[src/rtl/multicycle_controller.sv]
// Multi-cycle sequencer for the MIPS subset (add/addu, sub/subu, ori, lw, sw, beq, lui).
// Steps the shared datapath through fetch/decode/execute/memory/write-back with a memory-ready handshake.
module multicycle_controller #(
  parameter int STATE_W = 4
) (
  input  logic               clk,
  input  logic               rst_n,
  input  logic [5:0]         opcode,
  input  logic [5:0]         funct,
  input  logic               zero,
  input  logic               mem_ready,
  output logic               IMemRd,
  output logic               IRWr,
  output logic               PCWr,
  output logic               nPC_sel,
  output logic               RegWr,
  output logic               RegDst,
  output logic [1:0]         ExtOp,
  output logic               ALUSrc,
  output logic [2:0]         ALUctr,
  output logic               MemRd,
  output logic               MemWr,
  output logic               MemtoReg,
  output logic               retire,
  output logic               illegal,
  output logic [STATE_W-1:0] state
);

  typedef enum logic [STATE_W-1:0] {
    S_FETCH    = STATE_W'(0),
    S_DECODE   = STATE_W'(1),
    S_EXEC     = STATE_W'(2),
    S_WB_ALU   = STATE_W'(3),
    S_MEM_ADDR = STATE_W'(4),
    S_MEM_RD   = STATE_W'(5),
    S_WB_MEM   = STATE_W'(6),
    S_MEM_WR   = STATE_W'(7),
    S_BRANCH   = STATE_W'(8)
  } state_t;

  localparam logic [5:0] OP_RTYPE = 6'h00;
  localparam logic [5:0] OP_ORI   = 6'h0D;
  localparam logic [5:0] OP_LUI   = 6'h0F;
  localparam logic [5:0] OP_LW    = 6'h23;
  localparam logic [5:0] OP_SW    = 6'h2B;
  localparam logic [5:0] OP_BEQ   = 6'h04;
  localparam logic [5:0] F_ADD    = 6'h20;
  localparam logic [5:0] F_ADDU   = 6'h21;
  localparam logic [5:0] F_SUB    = 6'h22;
  localparam logic [5:0] F_SUBU   = 6'h23;

  localparam logic [2:0] ALU_ADD = 3'b010;
  localparam logic [2:0] ALU_SUB = 3'b110;
  localparam logic [2:0] ALU_OR  = 3'b001;
  localparam logic [2:0] ALU_LUI = 3'b111;

  localparam logic [1:0] EXT_ZERO = 2'b00;
  localparam logic [1:0] EXT_SIGN = 2'b01;
  localparam logic [1:0] EXT_LUI  = 2'b10;

  state_t r_state;
  state_t w_next;

  logic       w_r_add, w_r_sub, w_rtype, w_ori, w_lui, w_lw, w_sw, w_beq, w_alu_cls;
  logic [2:0] w_alu_op;
  logic       w_alu_src;
  logic [1:0] w_alu_ext;

  logic       w_imemrd, w_irwr, w_pcwr, w_npc_sel, w_regwr, w_regdst;
  logic [1:0] w_extop;
  logic       w_alusrc;
  logic [2:0] w_aluctr;
  logic       w_memrd, w_memwr, w_memtoreg, w_retire, w_illegal;

  assign w_r_add   = (opcode == OP_RTYPE) && ((funct == F_ADD) || (funct == F_ADDU));
  assign w_r_sub   = (opcode == OP_RTYPE) && ((funct == F_SUB) || (funct == F_SUBU));
  assign w_rtype   = w_r_add || w_r_sub;
  assign w_ori     = (opcode == OP_ORI);
  assign w_lui     = (opcode == OP_LUI);
  assign w_lw      = (opcode == OP_LW);
  assign w_sw      = (opcode == OP_SW);
  assign w_beq     = (opcode == OP_BEQ);
  assign w_alu_cls = w_rtype || w_ori || w_lui;

  // ALU setup shared by EXEC and WB_ALU so the result stays stable through write-back
  always_comb begin
    w_alu_op  = ALU_ADD;
    w_alu_src = 1'b0;
    w_alu_ext = EXT_ZERO;
    if (w_r_sub) begin
      w_alu_op = ALU_SUB;
    end else if (w_ori) begin
      w_alu_op  = ALU_OR;
      w_alu_src = 1'b1;
    end else if (w_lui) begin
      w_alu_op  = ALU_LUI;
      w_alu_src = 1'b1;
      w_alu_ext = EXT_LUI;
    end
  end

  always_ff @(posedge clk) begin
    if (!rst_n) begin
      r_state <= S_FETCH;
    end else begin
      r_state <= w_next;
    end
  end

  always_comb begin
    w_next     = S_FETCH;
    w_imemrd   = 1'b0;
    w_irwr     = 1'b0;
    w_pcwr     = 1'b0;
    w_npc_sel  = 1'b0;
    w_regwr    = 1'b0;
    w_regdst   = 1'b0;
    w_extop    = EXT_ZERO;
    w_alusrc   = 1'b0;
    w_aluctr   = ALU_ADD;
    w_memrd    = 1'b0;
    w_memwr    = 1'b0;
    w_memtoreg = 1'b0;
    w_retire   = 1'b0;
    w_illegal  = 1'b0;

    case (r_state)
      S_FETCH: begin
        w_imemrd = 1'b1;
        if (mem_ready) begin
          w_irwr = 1'b1;
          w_pcwr = 1'b1;
          w_next = S_DECODE;
        end else begin
          w_next = S_FETCH;
        end
      end

      S_DECODE: begin
        if (w_alu_cls) begin
          w_next = S_EXEC;
        end else if (w_lw || w_sw) begin
          w_next = S_MEM_ADDR;
        end else if (w_beq) begin
          w_next = S_BRANCH;
        end else begin
          w_illegal = 1'b1;
          w_next    = S_FETCH;
        end
      end

      S_EXEC: begin
        w_aluctr = w_alu_op;
        w_alusrc = w_alu_src;
        w_extop  = w_alu_ext;
        w_next   = S_WB_ALU;
      end

      S_WB_ALU: begin
        w_aluctr = w_alu_op;
        w_alusrc = w_alu_src;
        w_extop  = w_alu_ext;
        w_regwr  = 1'b1;
        w_regdst = w_rtype;
        w_retire = 1'b1;
        w_next   = S_FETCH;
      end

      S_MEM_ADDR: begin
        w_aluctr = ALU_ADD;
        w_alusrc = 1'b1;
        w_extop  = EXT_SIGN;
        w_next   = w_sw ? S_MEM_WR : S_MEM_RD;
      end

      S_MEM_RD: begin
        w_aluctr = ALU_ADD;
        w_alusrc = 1'b1;
        w_extop  = EXT_SIGN;
        w_memrd  = 1'b1;
        w_next   = mem_ready ? S_WB_MEM : S_MEM_RD;
      end

      // Sign extension is kept on so the address path does not glitch during write-back
      S_WB_MEM: begin
        w_extop    = EXT_SIGN;
        w_regwr    = 1'b1;
        w_memtoreg = 1'b1;
        w_retire   = 1'b1;
        w_next     = S_FETCH;
      end

      S_MEM_WR: begin
        w_aluctr = ALU_ADD;
        w_alusrc = 1'b1;
        w_extop  = EXT_SIGN;
        w_memwr  = 1'b1;
        if (mem_ready) begin
          w_retire = 1'b1;
          w_next   = S_FETCH;
        end else begin
          w_next = S_MEM_WR;
        end
      end

      S_BRANCH: begin
        w_aluctr  = ALU_SUB;
        w_extop   = EXT_SIGN;
        w_retire  = 1'b1;
        w_pcwr    = zero;
        w_npc_sel = zero;
        w_next    = S_FETCH;
      end

      default: w_next = S_FETCH;
    endcase
  end

  // Reset holds every output low, independent of the registered state
  assign IMemRd   = rst_n & w_imemrd;
  assign IRWr     = rst_n & w_irwr;
  assign PCWr     = rst_n & w_pcwr;
  assign nPC_sel  = rst_n & w_npc_sel;
  assign RegWr    = rst_n & w_regwr;
  assign RegDst   = rst_n & w_regdst;
  assign ExtOp    = rst_n ? w_extop : 2'b00;
  assign ALUSrc   = rst_n & w_alusrc;
  assign ALUctr   = rst_n ? w_aluctr : 3'b000;
  assign MemRd    = rst_n & w_memrd;
  assign MemWr    = rst_n & w_memwr;
  assign MemtoReg = rst_n & w_memtoreg;
  assign retire   = rst_n & w_retire;
  assign illegal  = rst_n & w_illegal;
  assign state    = rst_n ? r_state : '0;

endmodule

[config.mk]
export PLATFORM = sky130hd
export DESIGN_NAME = multicycle_controller
export DESIGN_NICKNAME = d
export VERILOG_FILES = /design/src/rtl/multicycle_controller.sv
export SDC_FILE = /design/constraint.sdc
export NUM_CORES = 1
export LEC_CHECK = 0
export BUFFER_PORTS_ARGS = -buffer_cell sky130_fd_sc_hd__buf_2
export CAP_MARGIN = 20
export CORE_MARGIN = 2
export CORE_UTILIZATION = 40
export DETAILED_ROUTE_END_ITERATION = 12
export MAX_ROUTING_LAYER = met4
export PLACE_DENSITY_LB_ADDON = 0.08
export SETUP_SLACK_MARGIN = 0.15
export SYNTH_ARGS = -nofsm -noshare
export SYNTH_HDL_FRONTEND = slang
export SYNTH_SLANG_ARGS = --single-unit
[constraint.sdc]
create_clock -name clk -period 2.9 [get_ports clk]
set_clock_uncertainty 0.1 [all_clocks]
set_input_delay 0.725 -clock clk [delete_from_list [all_inputs] [get_ports clk]]
set_output_delay 0.725 -clock clk [all_outputs]
set_load 0.01 [all_outputs]
==> reports/qor.csv <==
stage,metric,value,unit
run_status,status,"finished, final reports clean",
power_and_ir_drop,Leak,0.3917,nW
detailed_routing,1st-iter DRT viols,7,
cts,Clk Tree Root Cell,clkbuf_4,
min_path,hold wc startpoint,r_state[0],
synthesis,synth warn,0,
floorplanning,Die W,42.55,um
cts,TritonCTS Sinks,4,
timing,relative slew slack,0.5796,
grt,vias in the first global route,566,
synthesis,share of the synthesized area in the top cell type,0.1347,
synthesis,Netlist Area Pre-Place,594.3,sq um
cts,worst skew pair latency,0.23,ns
detailed_routing,DRC violations left,0,
timing,worst-margin pin slew,0.6297,ns
synthesis,Seq cells post-synth,4,
floorplanning,top-level I/O count,37,
setup_path,r2r setup slk,1.38,ns
placement,Post-DP Area,754.5,sq um
setup_path,Crit path arrival time,1.76,ns
cts,clock-pin transition on the worst setup and hold timing paths,0.03,ns
floorplanning,cell row count,13,
detailed_routing,wire per inst,11.28,um
min_path,min-delay worst type,flip-flop to flip-flop,
min_path,Hold Crit Depth,2,
min_path,WHS Endpoint,r_state[3],
final_layout,multi-input logic area,464.2,sq um
timing,Final Max Slew Viols,0,
final_layout,area grow syn2layout,31.16,%
timing,unrepaired setup endpoints after global routing,no,
setup_path,worst-path maximum fanout,10,
detailed_routing,final WL,1467,um
synthesis,Synth Flop Type,dfxtp_1,
power_and_ir_drop,Max rail drop VDD,236.4,uV
grt,Overflow after GRT,0,
timing,Fin. Hold Viols,0,
grt,largest net degree at the start of global routing,17,
final_layout,filler cell count,155,
grt,first-pass GRT wire length,2421,um
synthesis,"Seq/Total Area, Yosys",0.1347,
placement,# port buffers,35,
detailed_routing,via count,697,
cts,CTS Buf Count,3,
detailed_routing,Routed Antenna Nets,0,
synthesis,post-synthesis async set-or-reset flop share,0,
synthesis,cell type with the largest total area after synthesis,dfxtp_1,
floorplanning,die area,0.001810,sq mm
synthesis,Synth Instances,80,
setup_path,most numerous cell on the critical path,buf_2,
timing,Final setup viols,0,
synthesis,top cells by area in the synthesized netlist,"dfxtp_1 13%, nor2_1 6.3%, buf_6 5.7%, nand2_1 4.4%, and4_1 4.4%",
grt,GRT Overall Usage,0.1698,
floorplanning,Starting Density,0.4402,
setup_path,CP endpoint kind,primary output,
setup_path,critical path type,input port to primary output,
final_layout,n_diodes,0,
placement,routability cong.,0.7804,
timing,Max Freq,0.3868,GHz
setup_path,critical path depth in cells,6,
cts,TritonCTS clock tree,yes,
grt,initial antenna violation count,0,
detailed_routing,Pre-antenna DRT Iters,3,
placement,Final HPWL DP,1196,um
timing,crit share post-route,0.8916,
setup_path,critical path cell sequence,buf_2 > and2b_1 > nand3_2 > o21bai_1 > nor4b_2 > buf_2,
synthesis,Synth cell types,35,
final_layout,Nets,133,
power_and_ir_drop,PD cells,216.4,mW/mm^2
timing,total negative slack,0,ns
synthesis,syn_nets,96,
final_layout,Regs by FF count,r_state: 4 flops,
setup_path,CP top delay family,simple AND/OR/NAND/NOR gates,
synthesis,most frequent cells after synthesis,"10 x nor2_1, 7 x nand2_1, 5 x a21oi_1, 5 x nor3_1",
floorplanning,core area,0.001350,sq mm
cts,htree depth,1,
floorplanning,Die Ht,42.55,um
final_layout,Final Cell Area,779.5,sq um
setup_path,worst r2r path cells,4,
synthesis,most numerous cell in the Yosys netlist,nor2_1,
setup_path,worst flop-to-flop path startpoint,r_state[2],
final_layout,max FFs per register,4,
setup_path,capturing point of the worst reg2reg path,r_state[1],
setup_path,type of origin of the critical path,input port,
setup_path,CP max-delay cell,nor4b_2,
final_layout,fraction of layout cells with a size suffix above 1,0.4348,
synthesis,syn_area_per_cell,7.429,sq um
synthesis,"EDFF count, synth",0,
cts,worst-case clock buffer depth,2,
setup_path,sum of buffers and inverters on the critical path,2,
setup_path,slowest cell delay on critical path,0.21,ns
setup_path,Crit path required time,2.08,ns
timing,fin crit period,2.586,ns
detailed_routing,vias per cell,5.362,
final_layout,Biggest register,r_state,
job,max-cap violations,0,
final_layout,Register Area,80.08,sq um
-- cell type report --
type / count / share of cell area
multi-input cells: 69 / 0.5955
repair buffers: 36 / 0.2343
flip-flops and latches: 4 / 0.1027
clock buffers: 3 / 0.02889
well taps: 15 / 0.02408
inverters: 3 / 0.01445
-- per-layer routing --
layer  vias to the layer above  part of all wire  track usage
met5                         -                 0            -
met4                         0            0.0089      0.05625
met3                         2             0.037      0.01293
met2                        15              0.47       0.2585
met1                       325              0.48       0.2359
li1                        355                 -            -
-- cell families (layout without fill, tap and decap cells) --
logic type      count (synthesis)  count (layout)  share of synthesized area
compound gates                 13              13                     0.1537
xor+xnor                        2               2                    0.02948
buf+inv                         7              42                    0.08842
flops                           4               4                     0.1347
simple gates                   54              54                     0.5937
-- layout by cell type, fill, tap and decap left out, types with 3 or more instances in the layout --
cell type / count
buf_2: 35
nor2_1: 9
nand2_1: 7
nor3_1: 5
a21oi_1: 5
nand2b_1: 4
dfxtp_1: 4
and2b_1: 3
and2_1: 3
and4_1: 3
nor3b_1: 3
clkbuf_4: 3
-- through the flow --
stage / total power [W] / setup slack [ns] / instances / utilization / hold WS [ns]
final: 0.0001687 / 0.3144 / 130 / 0.5774 / 0.5707
after detailed placement: 0.0001037 / 0.2893 / 127 / 0.5589 / 0.5672
after CTS: 0.0001720 / 0.2829 / 130 / 0.5755 / 0.5764
after floorplan: 0.00008562 / 0.4588 / 80 / - / 0.5058
after global routing: 0.0001837 / 0.1861 / 130 / 0.5774 / 0.6193
after global placement: 0.0001031 / 0.2782 / 127 / 0.5589 / 0.5697
-- what timing repair did --
item	in CTS	in global routing
setup endpoints to repair	0	1
gates resized for setup	0	1
buffers inserted	0	0
hold buffers	0	0
-- where the power goes --
group | switching (W) | internal (W)
Sequential | 0.00000415 | 0.0000565
Clock | 0.0000195 | 0.0000460
Combinational | 0.0000219 | 0.0000206
Total | 0.0000456 | 0.000123
-- how the worst max path moves through the flow --
stage / from / end / slack [ns]
after CTS: opcode[5] / ALUctr[2] / 0.28
after detailed placement: opcode[5] / ALUctr[2] / 0.29
final: rst_n / illegal / 0.31
after global routing: opcode[1] / ALUctr[2] / 0.19
after global placement: opcode[5] / ALUctr[2] / 0.28
after floorplan: rst_n / PCWr / 0.46
-- tightest hold or removal path, stage by stage, from the launching register on --
cell	delay, ns
dfxtp_1	0.43
nand3_2	0.14
nor2_1	0.04
No activity file was read; power rests on OpenSTA's default activity.
